File: src/rtl/alu_operand_loader.sv
// rtl/alu_operand_loader.sv - switch/button front end that loads A, B and opcode into the ALU and latches its flags
//
// Ports:
//   clk, rst                      clock (rising edge), asynchronous active-high reset
//   sw[N-1:0]                     data switches; sw[3:0] doubles as the operation code
//   btn_next, btn_clear           raw, bouncing, asynchronous push buttons (active-high)
//   a, b, operation               registered command driven to the combinational ALU
//   valid                         command complete (state EXEC)
//   inFlagC/N/V/Z                 flags returned by the ALU
//   flags_q, flags_valid          latched {C,N,V,Z} and its qualifier
//   state                         current step, for the board LEDs
//   err                           last opcode entry was rejected
module alu_operand_loader #(
    parameter int N         = 4,
    parameter int DB_CYCLES = 250000,
    parameter int OP_MAX    = 10
) (
    input  logic         clk,
    input  logic         rst,
    input  logic [N-1:0] sw,
    input  logic         btn_next,
    input  logic         btn_clear,
    output logic [N-1:0] a,
    output logic [N-1:0] b,
    output logic [3:0]   operation,
    output logic         valid,
    input  logic         inFlagC,
    input  logic         inFlagN,
    input  logic         inFlagV,
    input  logic         inFlagZ,
    output logic [3:0]   flags_q,
    output logic         flags_valid,
    output logic [1:0]   state,
    output logic         err
);

    typedef enum logic [1:0] {
        S_A    = 2'd0,
        S_B    = 2'd1,
        S_OP   = 2'd2,
        S_EXEC = 2'd3
    } state_t;

    localparam int CW = $clog2(DB_CYCLES + 1);
    localparam logic [CW-1:0] DB_MAX = CW'(DB_CYCLES);

    // ------------------------------------------------------------------
    // Button conditioning. Bit 0 is the step button, bit 1 is clear.
    // ------------------------------------------------------------------
    logic [1:0]    raw;
    logic [1:0]    sync1_q;
    logic [1:0]    sync2_q;
    logic [1:0]    last_q;     // sync2 delayed one cycle, used to spot level changes
    logic [1:0]    filt_q;     // debounced level
    logic [1:0]    filt_dly_q; // previous debounced level, for edge detection
    logic [CW-1:0] cnt_q [2];
    logic [1:0]    pulse;
    logic          next_p;
    logic          clear_p;

    assign raw = {btn_clear, btn_next};

    always_ff @(posedge clk or posedge rst) begin
        if (rst) begin
            sync1_q    <= 2'b00;
            sync2_q    <= 2'b00;
            last_q     <= 2'b00;
            filt_q     <= 2'b00;
            filt_dly_q <= 2'b00;
            for (int i = 0; i < 2; i++) begin
                cnt_q[i] <= '0;
            end
        end else begin
            sync1_q    <= raw;
            sync2_q    <= sync1_q;
            last_q     <= sync2_q;
            filt_dly_q <= filt_q;
            for (int i = 0; i < 2; i++) begin
                // Any change restarts the stability window; otherwise count up
                // and park at the threshold.
                if (sync2_q[i] != last_q[i]) begin
                    cnt_q[i] <= '0;
                end else if (cnt_q[i] != DB_MAX) begin
                    cnt_q[i] <= cnt_q[i] + 1'b1;
                end
                // last_q has been unchanged for the whole window here.
                if (cnt_q[i] == DB_MAX) begin
                    filt_q[i] <= last_q[i];
                end
            end
        end
    end

    assign pulse   = filt_q & ~filt_dly_q;
    assign next_p  = pulse[0];
    assign clear_p = pulse[1];

    // ------------------------------------------------------------------
    // Command sequencer
    // ------------------------------------------------------------------
    state_t       state_q;
    logic [N-1:0] a_q;
    logic [N-1:0] b_q;
    logic [3:0]   op_q;
    logic         valid_q;
    logic [3:0]   flg_q;
    logic         flg_valid_q;
    logic         err_q;
    logic         op_legal;

    assign op_legal = (32'(sw[3:0]) <= OP_MAX);

    always_ff @(posedge clk or posedge rst) begin
        if (rst) begin
            state_q     <= S_A;
            a_q         <= '0;
            b_q         <= '0;
            op_q        <= 4'h0;
            valid_q     <= 1'b0;
            flg_q       <= 4'h0;
            flg_valid_q <= 1'b0;
            err_q       <= 1'b0;
        end else if (clear_p) begin
            // Clear beats a simultaneous step press.
            state_q     <= S_A;
            a_q         <= '0;
            b_q         <= '0;
            op_q        <= 4'h0;
            valid_q     <= 1'b0;
            flg_q       <= 4'h0;
            flg_valid_q <= 1'b0;
            err_q       <= 1'b0;
        end else begin
            case (state_q)
                S_A: begin
                    if (next_p) begin
                        a_q     <= sw;
                        state_q <= S_B;
                    end
                end
                S_B: begin
                    if (next_p) begin
                        b_q     <= sw;
                        state_q <= S_OP;
                    end
                end
                S_OP: begin
                    if (next_p) begin
                        if (op_legal) begin
                            op_q    <= sw[3:0];
                            err_q   <= 1'b0;
                            valid_q <= 1'b1;
                            state_q <= S_EXEC;
                        end else begin
                            err_q   <= 1'b1;
                        end
                    end
                end
                S_EXEC: begin
                    if (next_p) begin
                        state_q     <= S_A;
                        valid_q     <= 1'b0;
                        flg_valid_q <= 1'b0;
                    end else if (!flg_valid_q) begin
                        // First EXEC cycle: the ALU inputs have been stable for a
                        // full cycle, so its combinational flags are settled.
                        flg_q       <= {inFlagC, inFlagN, inFlagV, inFlagZ};
                        flg_valid_q <= 1'b1;
                    end
                end
                default: begin
                    state_q <= S_A;
                end
            endcase
        end
    end

    assign a           = a_q;
    assign b           = b_q;
    assign operation   = op_q;
    assign valid       = valid_q;
    assign flags_q     = flg_q;
    assign flags_valid = flg_valid_q;
    assign state       = state_q;
    assign err         = err_q;

endmodule

File: config.mk
export PLATFORM = sky130hd
export DESIGN_NAME = alu_operand_loader
export DESIGN_NICKNAME = d
export VERILOG_FILES = /design/src/rtl/alu_operand_loader.sv
export SDC_FILE = /design/constraint.sdc
export NUM_CORES = 1
export LEC_CHECK = 0
export ABC_AREA = 1
export ABC_CLOCK_PERIOD_IN_PS = 2600
export CORE_MARGIN = 3
export CORE_UTILIZATION = 57
export CTS_CLUSTER_DIAMETER = 40
export CTS_CLUSTER_SIZE = 14
export DETAILED_ROUTE_END_ITERATION = 8
export HOLD_SLACK_MARGIN = 0.02
export PLACE_DENSITY = 0.79
export SYNTH_ARGS = -nofsm -noshare
export SYNTH_HDL_FRONTEND = slang
export SYNTH_SLANG_ARGS = --single-unit
File: constraint.sdc
create_clock -name clk -period 2.6 [get_ports clk]
set_clock_uncertainty 0.2 [all_clocks]
set_input_delay 0.52 -clock clk [delete_from_list [all_inputs] [get_ports clk]]
set_output_delay 0.52 -clock clk [all_outputs]
set_load 0.02 [all_outputs]
Word level (Yosys, flattened, before mapping)
Index checks and enable logic that the tools add are counted.
W data, S select, Z words.
{ "word_totals": {"register_bits": 67, "inputBits": 12, "out_inout_bits": 21, "wordCells": 90} }
{ "op_classes": {"n_addsub": 2, "magnitude_cmp": 1, "n_eq_ne": 16, "n_mux": 36, "bitwise": 2, "reduce_logical": 17} }
{ "op_table": {"columns": ["op", "count"], "rows": [
  ["$mux W18", 4],
  ["$mux W4", 13],
  ["$add A18 B1 Y18 const B", 2],
  ["$eq A18 B18 Y1 const B", 2],
  ["$ne A18 B18 Y1 const B", 2],
  ["$reduce_bool A2 Y1", 8],
  ["$ne A3 B3 Y1 const B", 5],
  ["$mux W2", 6],
  ["$mux W1", 11],
  ["$pmux W2 S4", 1],
  ["$reduce_and A2 Y1", 3],
  ["$reduce_and A3 Y1", 2],
  ["$reduce_and A5 Y1", 1],
  ["$eq A2 B2 Y1 const B", 2],
  ["$le A4 B4 Y1 const B", 1],
  ["$reduce_and A4 Y1", 1],
  ["$reduce_bool A3 Y1", 1],
  ["$and A2 B2 Y2", 1],
  ["$eq A2 B1 Y1 const B", 1],
  ["$logic_not A2 Y1", 1],
  ["$ne A1 B1 Y1", 2],
  ["$ne A2 B1 Y1 const B", 1],
  ["$ne A2 B2 Y1 const B", 1],
  ["$not A2 Y2", 1],
  ["$pmux W1 S2", 1]
]} }

Depth between registers and ports, before layout
Gate-level depths: netlist (run 1).
{ "logic_depth": {"word_depth": 5, "depth_mapped": 10, "ltp_nobuf": 10} }

Worst setup path before layout (run 1)
OpenSTA, ideal clock, no wires.
{ "synth_timing": {"path_kind": "register to register", "from": "register state_q[0], in the netlist state[0]", "to": "register state_q[0], in the netlist state[0]", "setup_time_ps": 117, "t_arrival_ps": 1239, "t_required_ps": 2283, "path_slack_ps": 1043, "stages_incl_launch_ff": 9, "path_buffers": 0, "synth_period_minus_slack_ps": 1557, "cell_sequence": "dfrtp_1 > inv_1 > ha_1 > inv_1 > nand2_1 > o21ai_0 > nand3_1 > nand2_1 > nand2_1"} }
{ "synth_via": {"elab_chain_len": 3, "word_cells_on_any_way": 12, "classes_between": "8 x eq/ne; 2 x mux; 2 x reduce/logical"} }
{ "synth_rtl": {"columns": ["element", "line_no", "text"], "rows": [
  ["from (decl)", "101", "state_t state_q;"],
  ["from (signal assigned)", "115", "state_q <= S_A;"],
  ["from (signal assigned)", "125", "state_q <= S_A;"],
  ["from (signal assigned)", "138", "state_q <= S_B;"],
  ["$eq A2 B2 Y1 (tied with other cells)", "134", "case (state_q)"],
  ["$ne A3 B3 Y1 (no source line) / $pmux W2 S4 (equally long branches)", null, null],
  ["$reduce_and A5 Y1 (no source line) / $mux W2 (equally long branches)", null, null]
]} }
Several ways; a longest one is shown, not always the timed one.
A chain may end at the register's enable or synchronous reset.

Worst setup path in the final report (run 1)
{ "layout_timing": {"from": "register state_q[0], in the netlist state[0]", "to": "output port state[0]"} }
{ "layout_rtl": {"columns": ["element", "line_no", "text"], "rows": [
  ["to (decl)", "33", "output logic [1:0] state,"]
]} }
No word-level cell between the ends.

==> impl_metrics.toml, run 1 <==
[outcome]
outcome = "finished, final reports clean"

[setup_path]
ff2ff_setup_slack_ps = 830
worstReg2RegStart = "last_q[0]"
worst-endpoint-arrival_ps = 1420
critical-path-top-delay-family = "buffers and inverters"
worst-path-stages = 1
cpPeakStageDelay_ps = 640
crit_fanout = 5
path_cells = "clkdlybuf4s50_1"
critPathKind = "flip-flop to output port"
reg2reg_to = "cnt_q[23]"
reg2regPathDepth = 4
critPathLaunch = "state[0]"
start_kind = "flip-flop"
crit_required_ps = 1880
endpoint_kind = "output port"
critPathBufInv = 1
slowest_stage = "clkdlybuf4s50_1"
cp-endpoint = "state[0]"

[drt]
wl_um = 6910
drc = 0
first_iter_violations = 99
wl_per_cell_um = 11.4
num_vias = 2978
viasPerCell = 4.93
firstDrtPassIters = 5
ant_nets = 0

[pwr]
p_leak_uw = 0.00206
vdd_drop_max_v = 0.000388
total_power_uw = 2200
p_per_area_mw_per_mm2 = 521

[clock_tree]
clk_pin_slew_ps = 70
cts_resized = 0
htreeDepth = 3
clk_latency_ps = 350
clk_path_buf_depth = 2
cts_buffers = 9
postCtsSetupBuffers = 0
cts_tree = "done"
ctsRootBufferMaster = "clkbuf_8"
clock_sinks = 67
cts_hold_buf = 0

[layout]
nNetsFinal = 544
syn2layout_area_growth_pct = 18.4
regArea_mm2 = 0.00168
final_layout_size_suffix_gt1_share_pct = 7.75
multi_input_area_mm2 = 0.00157
antenna_cells = 0
nFillCells = 470

[worst_hold_path]
hold_path_class = "flip-flop to flip-flop"

[yosys]
netlist.top_cell.by_area = "dfrtp_1"
yosys-top-cells-area = "dfrtp_1 (47%), nand2_1 (14%), inv_1 (8.3%)"
yosysTopAreaCellShare_pct = 47.0
seq_area_frac_synth_pct = 47.0
synthCells = 480
yosys_warnings = 0
synth.distinct_cells = 26
avgSynthCellArea_um2 = 7.43
synth_seq_cells = 67
synth_fp_nets = 500
netlist_area_mm2 = 0.00357

[sta]
worst_slack_ps = 459
setup-tns-final_ps = 0
period_needed_ps = 2140
tightest_slew_ps = 658
rsz0062_at_grt = "no"
setup_violations = 0
slew_violations = 0
hold_violations = 0
period_share_pct = 82.4
max_freq_ghz = 0.467
slew_headroom_pct = 55.8

[floorplanning]
die_height_um = 85.1
start_util_pct = 59.5
std_cell_rows = 28
dieArea_mm2 = 0.00724
fp.coreArea_mm2 = 0.00599
die_x_um = 85.1
io_pins = 33

[global_route]
grt_pass1_vias = 2818
use_met3_pct = 4.17
use_met2_pct = 32.8
grtUsageMet1_pct = 26.5
antenna_found_initial = 0
busiest_layer = "met2"
grt_max_degree = 68
grt_use_total_pct = 20.5
overflow = 0
grt_pass1_wl_um = 12000

[run]
max_cap_viol_count = 0

[placed_design]
dpl_worst_slack_ps = 656
dp_hpwl_um = 5070
gp_congestion = 0.831
portBuffers = 32
-- layout make-up --
type	instances	area share, %
multi-input cells	329	37.2
well taps	75	2.22
repair buffers	35	8.42
flip-flops and latches	67	39.7
clock buffers	12	3.44
inverters	82	7.29
clock inverters	4	1.75
-- where the power goes --
| group | internal (uW) | switching (uW) |
|---|---|---|
| logic | 60.2 | 90.5 |
| registers | 1060 | 24.6 |
| clock network | 567 | 395 |
| total | 1690 | 510 |
-- per-layer routing --
metal | vias up | part of all wire [%]
met5 | - | 0
li1 | 1576 | -
met4 | 0 | 1.8
met2 | 47 | 47
met1 | 1343 | 48
met3 | 12 | 3.4
-- Yosys cell counts --
master,instances
nor2_4,6
nor3_1,8
inv_1,79
a31oi_1,1
o21a_1,1
nand2_1,131
ha_1,8
buf_2,1
inv_2,3
nor2_1,68
nand2_2,5
nand2_4,1
o21bai_1,3
xor2_1,2
o21ai_2,2
xnor2_1,3
a21oi_1,17
nand3_2,1
nand3_1,32
nand4_1,10
nor2_2,4
o21ai_0,19
or2_2,1
o21ai_1,6
buf_4,1
dfrtp_1,67
-- through the flow --
stage	cell area (um^2)	util (%)	instances	hold slack, ps
after floorplan	3570	-	480	131
after global placement	4000	66.8	588	143
after detailed placement	4000	66.8	588	139
after CTS	4220	70.5	604	163
after global routing	4220	70.5	604	167
final	4220	70.5	604	160
-- cell families (layout without fill, tap and decap cells) --
| kind of cell | count (synthesis) | in the layout | synth area share, % |
|---|---|---|---|
| AO/OA/AOI/OAI | 49 | 49 | 7.40 |
| XOR/XNOR | 5 | 5 | 1.23 |
| adder cells (fa/ha/maj) | 8 | 8 | 2.81 |
| buffers and inverters | 84 | 133 | 8.98 |
| flip-flops | 67 | 67 | 47.0 |
| AND/OR/NAND/NOR | 267 | 267 | 32.6 |
-- cells in the final DEF (no fill, tap or decap) --
cell | Yosys | final
nand2_1 | 131 | 131
inv_1 | 79 | 78
nor2_1 | 68 | 68
dfrtp_1 | 67 | 67
nand3_1 | 32 | 32
clkdlybuf4s50_1 | 0 | 32
o21ai_0 | 19 | 19
a21oi_1 | 17 | 17
nand4_1 | 10 | 10
clkbuf_8 | 0 | 10
nor3_1 | 8 | 8
ha_1 | 8 | 8
nor2_4 | 6 | 6
o21ai_1 | 6 | 6
nand2_2 | 5 | 5
nor2_2 | 4 | 4
inv_2 | 3 | 4
xnor2_1 | 3 | 3
o21bai_1 | 3 | 3
o21ai_2 | 2 | 2
xor2_1 | 2 | 2
bufinv_16 | 0 | 2
clkbuf_1 | 0 | 2
buf_4 | 1 | 2
nand3_2 | 1 | 1
nand2_4 | 1 | 1
o21a_1 | 1 | 1
or2_2 | 1 | 1
a31oi_1 | 1 | 1
clkinv_4 | 0 | 1
clkinv_2 | 0 | 1
buf_12 | 0 | 1
-- how the worst min path moves through the flow --
| stage | from | to | slack, ps | depth (start not counted) |
|---|---|---|---|---|
| floorplan | sync1_q[0] | sync2_q[0] | 130 | 0 |
| global placement | sync1_q[1] | sync2_q[1] | 140 | 0 |
| detailed placement | sync1_q[1] | sync2_q[1] | 140 | 0 |
| CTS | sync1_q[1] | sync2_q[1] | 160 | 0 |
| global route | sync1_q[1] | sync2_q[1] | 170 | 0 |
| finish | sync1_q[1] | sync2_q[1] | 160 | 0 |
-- registers in the layout (all words and copies together) (netlist names) --
register,count
valid,1
state,2
sync2_q,2
flags_valid,1
last_q,2
cnt_q,36
sync1_q,2
err,1
b,4
filt_dly_q,2
flags_q,4
a,4
filt_q,2
operation,4
No activity file was read; power rests on OpenSTA's default activity.
==> inputs of run 2 (changes only) <==
ABC_CLOCK_PERIOD_IN_PS = 2100   (was 2600)
clock period = 2.1 ns   (was 2.6 ns; I/O delays follow)
==> run 2 against run 1 <==
- design area rose by 0.30%
- utilization rose by 0.21 points
- routed wire length barely moved
- worst hold slack got worse by 3.9 ps
- global-route usage rose by 0.28 points
- flip-flop and latch count did not move
- non-clock buffer count rose by 1
- setup slack got worse by 390 ps
- final cell count rose by 0.17%
- clock-buffer cell count fell by 2
- first-iteration DRC count rose by 44%
- register-to-register slack got worse by 390 ps
- highest routed layer unchanged
==> impl_metrics.toml, run 2 (same netlist as run 1, synthesis figures left out) <==
[layout]
layout_common_cells = "nand2_1 (131), inv_1 (78), nor2_1 (68)"
nNetsFinal = 545
largest_register_ff_count = 36
final_layout_size_suffix_gt1_share_pct = 8.11
syn2layout_area_growth_pct = 18.7
top_register = "cnt_q"
final_common_cell = "nand2_1"
antenna_cells = 0

[setup_path]
crit_required_ps = 1480
worst-endpoint-arrival_ps = 1410
reg2regPathDepth = 8
crit_fanout = 5
critPathLaunch = "state[1]"
worst-path-stages = 1
cpPeakStageDelay_ps = 640
worstReg2RegStart = "cnt_q[19]"
path_cells = "clkdlybuf4s50_1"
start_kind = "flip-flop"
slowest_stage = "clkdlybuf4s50_1"
reg2reg_to = "cnt_q[32]"
critPathBufInv = 1
critPathKind = "flip-flop to output port"
cp-endpoint = "state[1]"
endpoint_kind = "output port"
ff2ff_setup_slack_ps = 440
critical-path-top-delay-family = "buffers and inverters"

[global_route]
grt_use_total_pct = 20.8
overflow = 0
grt_pass1_vias = 2819
grt_pass1_wl_um = 12100
antenna_found_initial = 0
grt_max_degree = 68

[worst_hold_path]
min_from = "sync1_q[0]"
hold_path_class = "flip-flop to flip-flop"

[pwr]
vdd_drop_max_v = 0.000496
p_leak_uw = 0.00207
total_power_uw = 2720
p_per_area_mw_per_mm2 = 643

[floorplanning]
start_util_pct = 59.5
fp.coreArea_mm2 = 0.00599
die_height_um = 85.1
io_pins = 33
die_x_um = 85.1
std_cell_rows = 28
dieArea_mm2 = 0.00724

[sta]
rsz0062_at_grt = "no"
period_share_pct = 96.6
fin_hold_ws_ps = 156
worst_slack_ps = 71.6
slew_violations = 0
tightest_slew_ps = 475
period_needed_ps = 2030
setup_violations = 0
slew_headroom_pct = 68.1
hold_violations = 0
max_freq_ghz = 0.493
setup-tns-final_ps = 0

[clock_tree]
clock_sinks = 67
cts_buffers = 9
cts_tree = "done"
clk_pin_slew_ps = 70
clk_path_buf_depth = 2
clk_latency_ps = 350
ctsRootBufferMaster = "clkbuf_8"
htreeDepth = 3

[placed_design]
portBuffers = 32
gp_congestion = 0.844
dp_hpwl_um = 5090
dpl_worst_slack_ps = 286

[drt]
drc = 0
viasPerCell = 4.96
first_iter_violations = 143
wl_um = 6910
ant_nets = 0
num_vias = 3003
firstDrtPassIters = 4
wl_per_cell_um = 11.4

[run]
max_cap_viol_count = 0

[outcome]
outcome = "finished, final reports clean"
## run 2: metrics by stage
step | utilization, % | instance area, um^2 | cells
finish | 70.7 | 4230 | 605
global route | 70.7 | 4230 | 605
floorplan | - | 3570 | 480
CTS | 70.6 | 4230 | 605
detailed placement | 67.0 | 4010 | 589
global placement | 67.0 | 4010 | 589
## run 2: worst min path at each step
stage,to,cells after the start,slack [ps]
floorplan,sync2_q[0],0,130
global placement,sync2_q[0],0,140
detailed placement,sync2_q[1],0,140
CTS,sync2_q[0],0,160
global route,sync2_q[0],0,160
finish,sync2_q[0],0,160
## run 2: metal layers
metal	vias to the layer above	part of all wire (%)	global-route usage, %
met3	14	3.2	3.69
met2	39	47	34.2
met1	1368	47	26.6
met4	0	2.2	9.78
met5	-	0	0
li1	1582	-	-
## run 2: what timing repair did
action                                  CTS  global route
buffers inserted                          0             0
hold buffers                              0             0
endpoints found under the setup margin    0             1
resized for setup                         0             1
## run 2: final cells by class
| type | count | area (um^2) |
|---|---|---|
| Sequential cell | 67 | 1680 |
| Clock buffer | 10 | 128 |
| Inverter | 82 | 312 |
| Clock inverter | 6 | 90.1 |
| Timing Repair Buffer | 36 | 365 |
| Fill cell | 482 | 1760 |
| Multi-Input combinational cell | 329 | 1570 |
| Tap cell | 75 | 93.8 |
## run 2: worst register-to-register path: stages (launching register included)
cell and delay (ps):
dfrtp_1 430, ha_1 200, nand2_1 110, nor2_4 160, nand2_2 100, nor2_1 170, nand3_1 90, nand2_1 60
nor2_1 40
## run 2: power by group
group	total, uW	internal, uW	switching (uW)
combinational	190	77.1	113
clock	1190	668	519
sequential	1350	1320	31.6
